$ cat config.mk
export PLATFORM = sky130hd
export DESIGN_NAME = cpu_ctrl_fsm
export DESIGN_NICKNAME = d
export VERILOG_FILES = /design/src/rtl/cpu_ctrl_pkg.sv /design/src/rtl/cpu_op_decode.sv /design/src/rtl/cpu_ctrl_fsm.sv
export SDC_FILE = /design/constraint.sdc
export NUM_CORES = 1
export LEC_CHECK = 0
export CAP_MARGIN = 20
export CORE_AREA = 3 3 40 42
export CTS_CLUSTER_SIZE = 40
export DETAILED_ROUTE_END_ITERATION = 12
export DIE_AREA = 0 0 43 45
export GPL_ROUTABILITY_DRIVEN = 0
export MAX_ROUTING_LAYER = met4
export PLACE_DENSITY = 0.73
export SYNTH_ARGS = -nofsm -noshare
export SYNTH_HDL_FRONTEND = slang
export SYNTH_SLANG_ARGS = --single-unit
$ cat constraint.sdc
create_clock -name clk -period 1.9 [get_ports clk]
set_input_delay 0.285 -clock clk [delete_from_list [all_inputs] [get_ports clk]]
set_output_delay 0.285 -clock clk [all_outputs]
set_load 0.03 [all_outputs]
$ cat src/rtl/cpu_ctrl_pkg.sv
// cpu_ctrl_pkg: WISC opcode and controller state encodings shared by the control FSM.
// Rev 1.0
`default_nettype none

package cpu_ctrl_pkg;

    typedef enum logic [3:0] {
        OP_ADD    = 4'b0000,
        OP_SUB    = 4'b0001,
        OP_RED    = 4'b0010,
        OP_XOR    = 4'b0011,
        OP_SLL    = 4'b0100,
        OP_SRA    = 4'b0101,
        OP_ROR    = 4'b0110,
        OP_PADDSB = 4'b0111,
        OP_LW     = 4'b1000,
        OP_SW     = 4'b1001,
        OP_LLB    = 4'b1010,
        OP_LHB    = 4'b1011,
        OP_B      = 4'b1100,
        OP_BR     = 4'b1101,
        OP_PCS    = 4'b1110,
        OP_HLT    = 4'b1111
    } opcode_e;

    typedef enum logic [2:0] {
        S_FETCH  = 3'd0,
        S_DECODE = 3'd1,
        S_EXEC   = 3'd2,
        S_MEM    = 3'd3,
        S_WB     = 3'd4,
        S_HALT   = 3'd5
    } state_e;

    localparam logic [1:0] WB_ALU = 2'd0;
    localparam logic [1:0] WB_MEM = 2'd1;
    localparam logic [1:0] WB_PC2 = 2'd2;

endpackage

`default_nettype wire

$ cat src/rtl/cpu_op_decode.sv
// cpu_op_decode: combinational opcode-to-instruction-class decoder.
// Rev 1.0
`default_nettype none

module cpu_op_decode
    import cpu_ctrl_pkg::*;
(
    input  opcode_e opcode,
    output logic    is_alu,
    output logic    sets_flags,
    output logic    is_mem,
    output logic    is_branch,
    output logic    is_pcs,
    output logic    is_hlt
);

    always_comb begin
        is_alu     = 1'b0;
        sets_flags = 1'b0;
        is_mem     = 1'b0;
        is_branch  = 1'b0;
        is_pcs     = 1'b0;
        is_hlt     = 1'b0;
        case (opcode)
            OP_ADD, OP_SUB, OP_XOR, OP_SLL, OP_SRA, OP_ROR: begin
                is_alu     = 1'b1;
                sets_flags = 1'b1;
            end
            OP_RED, OP_PADDSB, OP_LLB, OP_LHB: is_alu    = 1'b1;
            OP_LW, OP_SW:                      is_mem    = 1'b1;
            OP_B, OP_BR:                       is_branch = 1'b1;
            OP_PCS:                            is_pcs    = 1'b1;
            OP_HLT:                            is_hlt    = 1'b1;
            default: ;
        endcase
    end

endmodule

`default_nettype wire

$ cat src/rtl/cpu_ctrl_fsm.sv
// cpu_ctrl_fsm: multi-cycle WISC control FSM (FETCH/DECODE/EXEC/MEM/WB/HALT).
// Rev 1.0 -- optional stall counter output enabled by CPU_CTRL_STALL_CNT_EN.
`default_nettype none

module cpu_ctrl_fsm
    import cpu_ctrl_pkg::*;
(
    input  logic        clk,
    input  logic        rst_n,
    input  logic [3:0]  opcode,
    input  logic        mem_ready,
    input  logic        branch_taken,
    output logic        pc_we,
    output logic        ir_we,
    output logic        reg_we,
    output logic        mem_re,
    output logic        mem_we,
    output logic        flag_we,
    output logic [1:0]  wb_sel,
    output logic        hlt,
    output logic [2:0]  state
`ifdef CPU_CTRL_STALL_CNT_EN
    ,
    output logic [15:0] stall_cnt
`endif
);

    state_e  cur_state;
    state_e  nxt_state;
    opcode_e op_q;
    opcode_e dec_op;
    logic    is_alu;
    logic    sets_flags;
    logic    is_mem;
    logic    is_branch;
    logic    is_pcs;
    logic    is_hlt;

    // The live IR opcode is only consulted in DECODE; every later state uses the latched copy.
    assign dec_op = (cur_state == S_DECODE) ? opcode_e'(opcode) : op_q;

    cpu_op_decode u_dec (
        .opcode     (dec_op),
        .is_alu     (is_alu),
        .sets_flags (sets_flags),
        .is_mem     (is_mem),
        .is_branch  (is_branch),
        .is_pcs     (is_pcs),
        .is_hlt     (is_hlt)
    );

    always_ff @(posedge clk or negedge rst_n) begin
        if (!rst_n) begin
            cur_state <= S_FETCH;
            op_q      <= OP_ADD;
        end else begin
            cur_state <= nxt_state;
            if (cur_state == S_DECODE) begin
                op_q <= opcode_e'(opcode);
            end
        end
    end

    always_comb begin
        nxt_state = cur_state;
        pc_we     = 1'b0;
        ir_we     = 1'b0;
        reg_we    = 1'b0;
        mem_re    = 1'b0;
        mem_we    = 1'b0;
        flag_we   = 1'b0;
        wb_sel    = WB_ALU;
        hlt       = 1'b0;
        // Outputs are held low for as long as reset is asserted, not just after the next edge.
        if (rst_n) begin
            case (cur_state)
                S_FETCH: begin
                    mem_re = 1'b1;
                    if (mem_ready) begin
                        ir_we     = 1'b1;
                        pc_we     = 1'b1;
                        nxt_state = S_DECODE;
                    end
                end
                S_DECODE: nxt_state = is_hlt ? S_HALT : S_EXEC;
                S_EXEC: begin
                    flag_we = sets_flags;
                    if (is_mem) begin
                        nxt_state = S_MEM;
                    end else if (is_branch) begin
                        pc_we     = branch_taken;
                        nxt_state = S_FETCH;
                    end else if (is_alu || is_pcs) begin
                        nxt_state = S_WB;
                    end else begin
                        nxt_state = S_FETCH;
                    end
                end
                S_MEM: begin
                    mem_re = (op_q == OP_LW);
                    mem_we = (op_q != OP_LW);
                    if (mem_ready) begin
                        nxt_state = (op_q == OP_LW) ? S_WB : S_FETCH;
                    end
                end
                S_WB: begin
                    reg_we    = 1'b1;
                    nxt_state = S_FETCH;
                    if (op_q == OP_LW) begin
                        wb_sel = WB_MEM;
                    end else if (op_q == OP_PCS) begin
                        wb_sel = WB_PC2;
                    end
                end
                S_HALT: hlt = 1'b1;
                default: nxt_state = S_FETCH;
            endcase
        end
    end

    assign state = cur_state;

`ifdef CPU_CTRL_STALL_CNT_EN
    always_ff @(posedge clk or negedge rst_n) begin
        if (!rst_n) begin
            stall_cnt <= 16'd0;
        end else if ((cur_state == S_FETCH || cur_state == S_MEM) && !mem_ready
                     && stall_cnt != 16'hFFFF) begin
            stall_cnt <= stall_cnt + 16'd1;
        end
    end
`endif

endmodule

`default_nettype wire

# After elaboration in Yosys (flattened, before gate mapping)
# Cells that the tools add are included.
# Widths: inputs -> output; s select.
[op_classes]
reduce_logical = 8
mux = 36
n_eq_ne = 25
bitwise = 1
[ops]
columns = ["operator", "count"]
rows = [
  ["$eq 4x4->1 const B", 10],
  ["$mux 1", 21],
  ["$mux 3", 7],
  ["$eq 4x3->1 const B", 4],
  ["$pmux 3 s5", 1],
  ["$reduce_or 10->1", 1],
  ["$eq 4x2->1 const B", 2],
  ["$mux 2", 4],
  ["$eq 3x2->1 const B", 2],
  ["$eq 3x3->1 const B", 2],
  ["$reduce_or 6->1", 1],
  ["$eq 4x1->1 const B", 1],
  ["$logic_not 4->1", 1],
  ["$mux 4", 1],
  ["$ne 2x2->1 const B", 2],
  ["$ne 4x4->1 const B", 1],
  ["$pmux 1 s2", 2],
  ["$reduce_and 4->1", 1],
  ["$reduce_or 2->1", 2],
  ["$eq 3x1->1 const B", 1],
  ["$logic_not 3->1", 1],
  ["$logic_or 1x1->1", 1],
  ["$not 1->1", 1],
]
[word_totals]
regBits = 7
inputBits = 8

# Longest topological paths before layout
[logic_depth]
ltp_word = 10
mapped_depth = 5

# Cells and area by module
# Synthesis repeated with hierarchy kept, for this count alone.
[hier_totals]
hier_cells = 66
hier_area_um2 = 549.3
[modules_own_cells]
columns = ["mod", "seq_area_each_um2", "cells_per_inst", "area_per_inst_um2", "instances"]
rows = [
  ["cpu_ctrl_fsm", 175.2, 56, 495.5, 1],
  ["cpu_op_decode", 0.0, 10, 53.8, 1],
]

# Worst setup path before layout
# OpenSTA, ideal clock, no wires.
[synth_path]
path_kind = "register to output"
startpoint = "register cur_state[2], in the netlist state[2]"
endpoint = "output port flag_we"
path_stages_with_launch = 5
path_slack_ns = -0.233
required_ns = 1.615
path_buffers = 1
t_arrival_ns = 1.848
path_cell_list = "dfrtp_1 > nand2b_1 > buf_6 > or4b_1 > a21oi_1"
[synth_between]
elab_chain_len = 7
elab_cells_between_ends = 13
cone_classes = "7 x eq/ne; 4 x mux; 2 x reduce/logical"
[synth_rtl]
columns = ["element", "line_no", "rtl"]
rows = [
  ["start: declaration", "cpu_ctrl_fsm.sv:28", "state_e cur_state;"],
  ["start signal: assignment", "cpu_ctrl_fsm.sv:57", "cur_state <= nxt_state;"],
  ["$eq 3x1->1", "cpu_ctrl_fsm.sv:40", "assign dec_op = (cur_state == S_DECODE) ? opcode_e'(opcode) : op_q;"],
  ["$mux 4", "n/a", ""],
  ["$eq 4x1->1, or another cell as far along", "cpu_op_decode.sv:24", "case (opcode)"],
  ["$reduce_or 6->1", "n/a", ""],
  ["$mux 1", "cpu_op_decode.sv:24", ""],
  ["$mux 1 (*)", "cpu_ctrl_fsm.sv:76", "case (cur_state)"],
  ["$mux 1 (*)", "cpu_ctrl_fsm.sv:75", "if (rst_n) begin"],
  ["end: declaration", "cpu_ctrl_fsm.sv:18", "output logic flag_we,"],
]
# Mark *: on every way between the ends. The rest lies on a longest branch, timed or not.

# Worst setup path after layout
# Same ends and word-level chain as after synthesis.

==> results.md <==
- Endpoints failing hold: 0
- WP data arrival: between 1500 and 2000 ps
- Crit path kind: reg -> out
- Post-route ant nets: 0
- Syn Nets: ~70
- Total track usage: between 10% and 20%
- ANT cells: 0
- Post-DP HPWL: 1.09 mm
- F_max: 547 MHz
- Drt first pass iters: 4
- RSZ-0062 raised after global routing: no
- Data required, critical path: around 1600 ps
- Synth area leader: dfrtp_1
- Share of flip-flops with an asynchronous set or reset: 100%
- Pin count of the biggest net entering global routing: 13
- GR Overflow Total: 0
- PortBufs: 19
- Final Cycle Share: 96.2%
- Mean Syn Cell Area: around 8.7 um^2
- Initial antenna violation count: 0
- Dpl cells: 98
- Worst ir drop on vdd: 918 uV
- Power, Total: between 1 and 1.5 mW
- R2r startpoint: state[1]
- Synth top cells by count: 8 x nor2_1, 7 x dfrtp_1, 5 x nor3_1
- PD cells: approximately 1500 nW/um^2
- Clock Tree Root: clkbuf_4
- DRC: 0
- Minimum clock period: between 1500 and 2000 ps
- Post-synth EDFFs: 0
- Crit end category: output pin
- Syn Inst Count: a little over 60
- Flops & latches, synth: 7
- Yosys top cell area share: 33.2%
- Worst slew pin tran: roughly 400 ps
- Die height: around 45 um
- Cell variety after synth: 30
- CTS tree: done
- Status: finished clean
- DIE AREA: roughly 1900 um^2
- Main flop type after synthesis: dfrtp_1
- Clock buffer count from CTS: 3
- H-tree lvl count: 1
- Crit path largest cell delay: between 500 and 600 ps
- Most frequent cell after synthesis: nor2_1
- Post-Syn Area: around 530 um^2
- Max_slew headroom: 72.0%
- # rows: 13
- Hold slack: ~170 ps
- Via Count: around 550
- Hold crit path type: in -> async
- Worst-path cell with the longest stage delay: or4b_4
- Clk slew on worst S/H paths: 50 ps
- Maximum root-to-sink buffer count: 2
- Layout cells sized above 1: between 30% and 40%
- Initial drt markers: 8
- Vias in the first global route: ~560
- Sink Count: 7
- Total Routed Length: around 1.4 mm
- I/O pin cnt: 20
- First-pass GRT wire length: 2.33 mm
- Core footprint: roughly 1300 um^2
- Worst skew pair latency: 240 ps
- FILL cells: between 100 and 150
- Post-CTS Setup Bufs: 0
- Hold buffers post-CTS: 0
- Max-cap violations: 0
- Seq/Total Area, Yosys: about 33%
- Top cells by area, synth: dfrtp_1 33%, mux2_2 8.5%, nor2_1 5.7%
- Layout Cells excl Fill: 102
- Worst-path cell chain: nand2b_4 -> or4b_4 -> a21oi_2 -> buf_6
- Final nets: 96
- Max-slew violations: 0
- Worst r2r dst: op_q[1]
- Final worst clock skew: about 1.0 ps
- DR WL/cell: 13.9 um
- Setup crit start kind: flop
- YS warnings: 0
- Starting density of the core: 41.1%
- Die X: around 43 um
- # setup viols final: 0
- Area Growth Syn to Fin: 50.7%
- CP Max Fanout: 2
- P_leak: between 0.3 and 0.4 nW
- Cells on worst reg2reg path: 3
- Vias/cell: ~5.4
- R2r setup slk: approximately 410 ps
-- cell usage in the layout (no fill, tap or decap), types with 2 or more instances in the layout --
cell	n
a21oi_1	3
buf_4	14
clkbuf_4	3
clkdlybuf4s50_1	9
dfrtp_1	6
inv_1	2
mux2_2	4
nand2_1	3
nand2b_1	3
nand3_1	2
nor2_1	7
nor3_1	5
o31ai_1	2
-- sequential cells by signal (all words and copies together) (netlist names) --
register / flops
state: 3
op_q: 4
-- power breakdown --
part           internal, mW  leakage [nW]  switching (mW)
sequential            0.223        0.0846           0.124
clock                0.0801        0.0150          0.0536
combinational         0.363         0.240           0.387
total                 0.666         0.340           0.565
-- what timing repair did --
item / 4_1_cts / 5_1_grt
gates resized for setup: 3 / 3
setup endpoints to repair: 1 / 4
pin swaps: 0 / 0
-- cells by family (layout without fill, tap and decap cells) --
family / Yosys count / after routing / share of synthesized area, %
simple gates: 30 / 30 / 32.2
mux: 5 / 5 / 10.4
compound gates: 13 / 13 / 17.3
xor+xnor: 1 / 1 / 1.66
flops: 7 / 7 / 33.2
buf+inv: 5 / 31 / 5.21
-- cell type report --
cell class / count / area [um^2] / area share [%]
clock buffer: 4 / 26.3 / 3.30
inverter: 2 / 7.51 / 0.943
multi-input combinational: 49 / 352 / 44.2
sequential: 7 / 176 / 22.2
tap: 15 / 18.8 / 2.36
timing repair buffer: 25 / 215 / 27.0
-- worst max-delay path by stage --
stage                         from  endpoint  cells past startpoint
after global placement       rst_n   flag_we                      5
after floorplan           state[2]   flag_we                      4
after CTS                 state[1]   flag_we                      3
final                     state[2]   flag_we                      4
after detailed placement     rst_n   flag_we                      5
after global routing       op_q[0]    mem_re                      4
-- critical path: cells and delay by family, from the launching register on --
kind / cells / cell delay, ps
and+or+nand+nor: 2 / 650
DFF: 1 / 370
buffers and inverters: 1 / 140
AOI/OAI and AO/OA: 1 / 130
-- stage by stage --
stage               TNS (ps)  area (um^2)  setup WS, ps  util (%)
floorplan               -153          534         -70.1         -
global placement       -51.3          746         -51.3      58.0
detailed placement     -48.7          746         -48.7      58.0
CTS                        0          778          12.9      60.6
global route               0          796          5.71      61.9
finish                     0          796          72.5      61.9
-- layer usage --
| metal | global-route usage (%) | wire length, um | part of all wire, % |
|---|---|---|---|
| met1 | 20.0 | 619 | 44 |
| met5 | - | 0 | 0 |
| met2 | 25.1 | 675 | 48 |
| met4 | 13.9 | 27 | 1.9 |
| met3 | 1.59 | 92 | 6.5 |
Note: power is estimated with default switching activity, not from simulation.
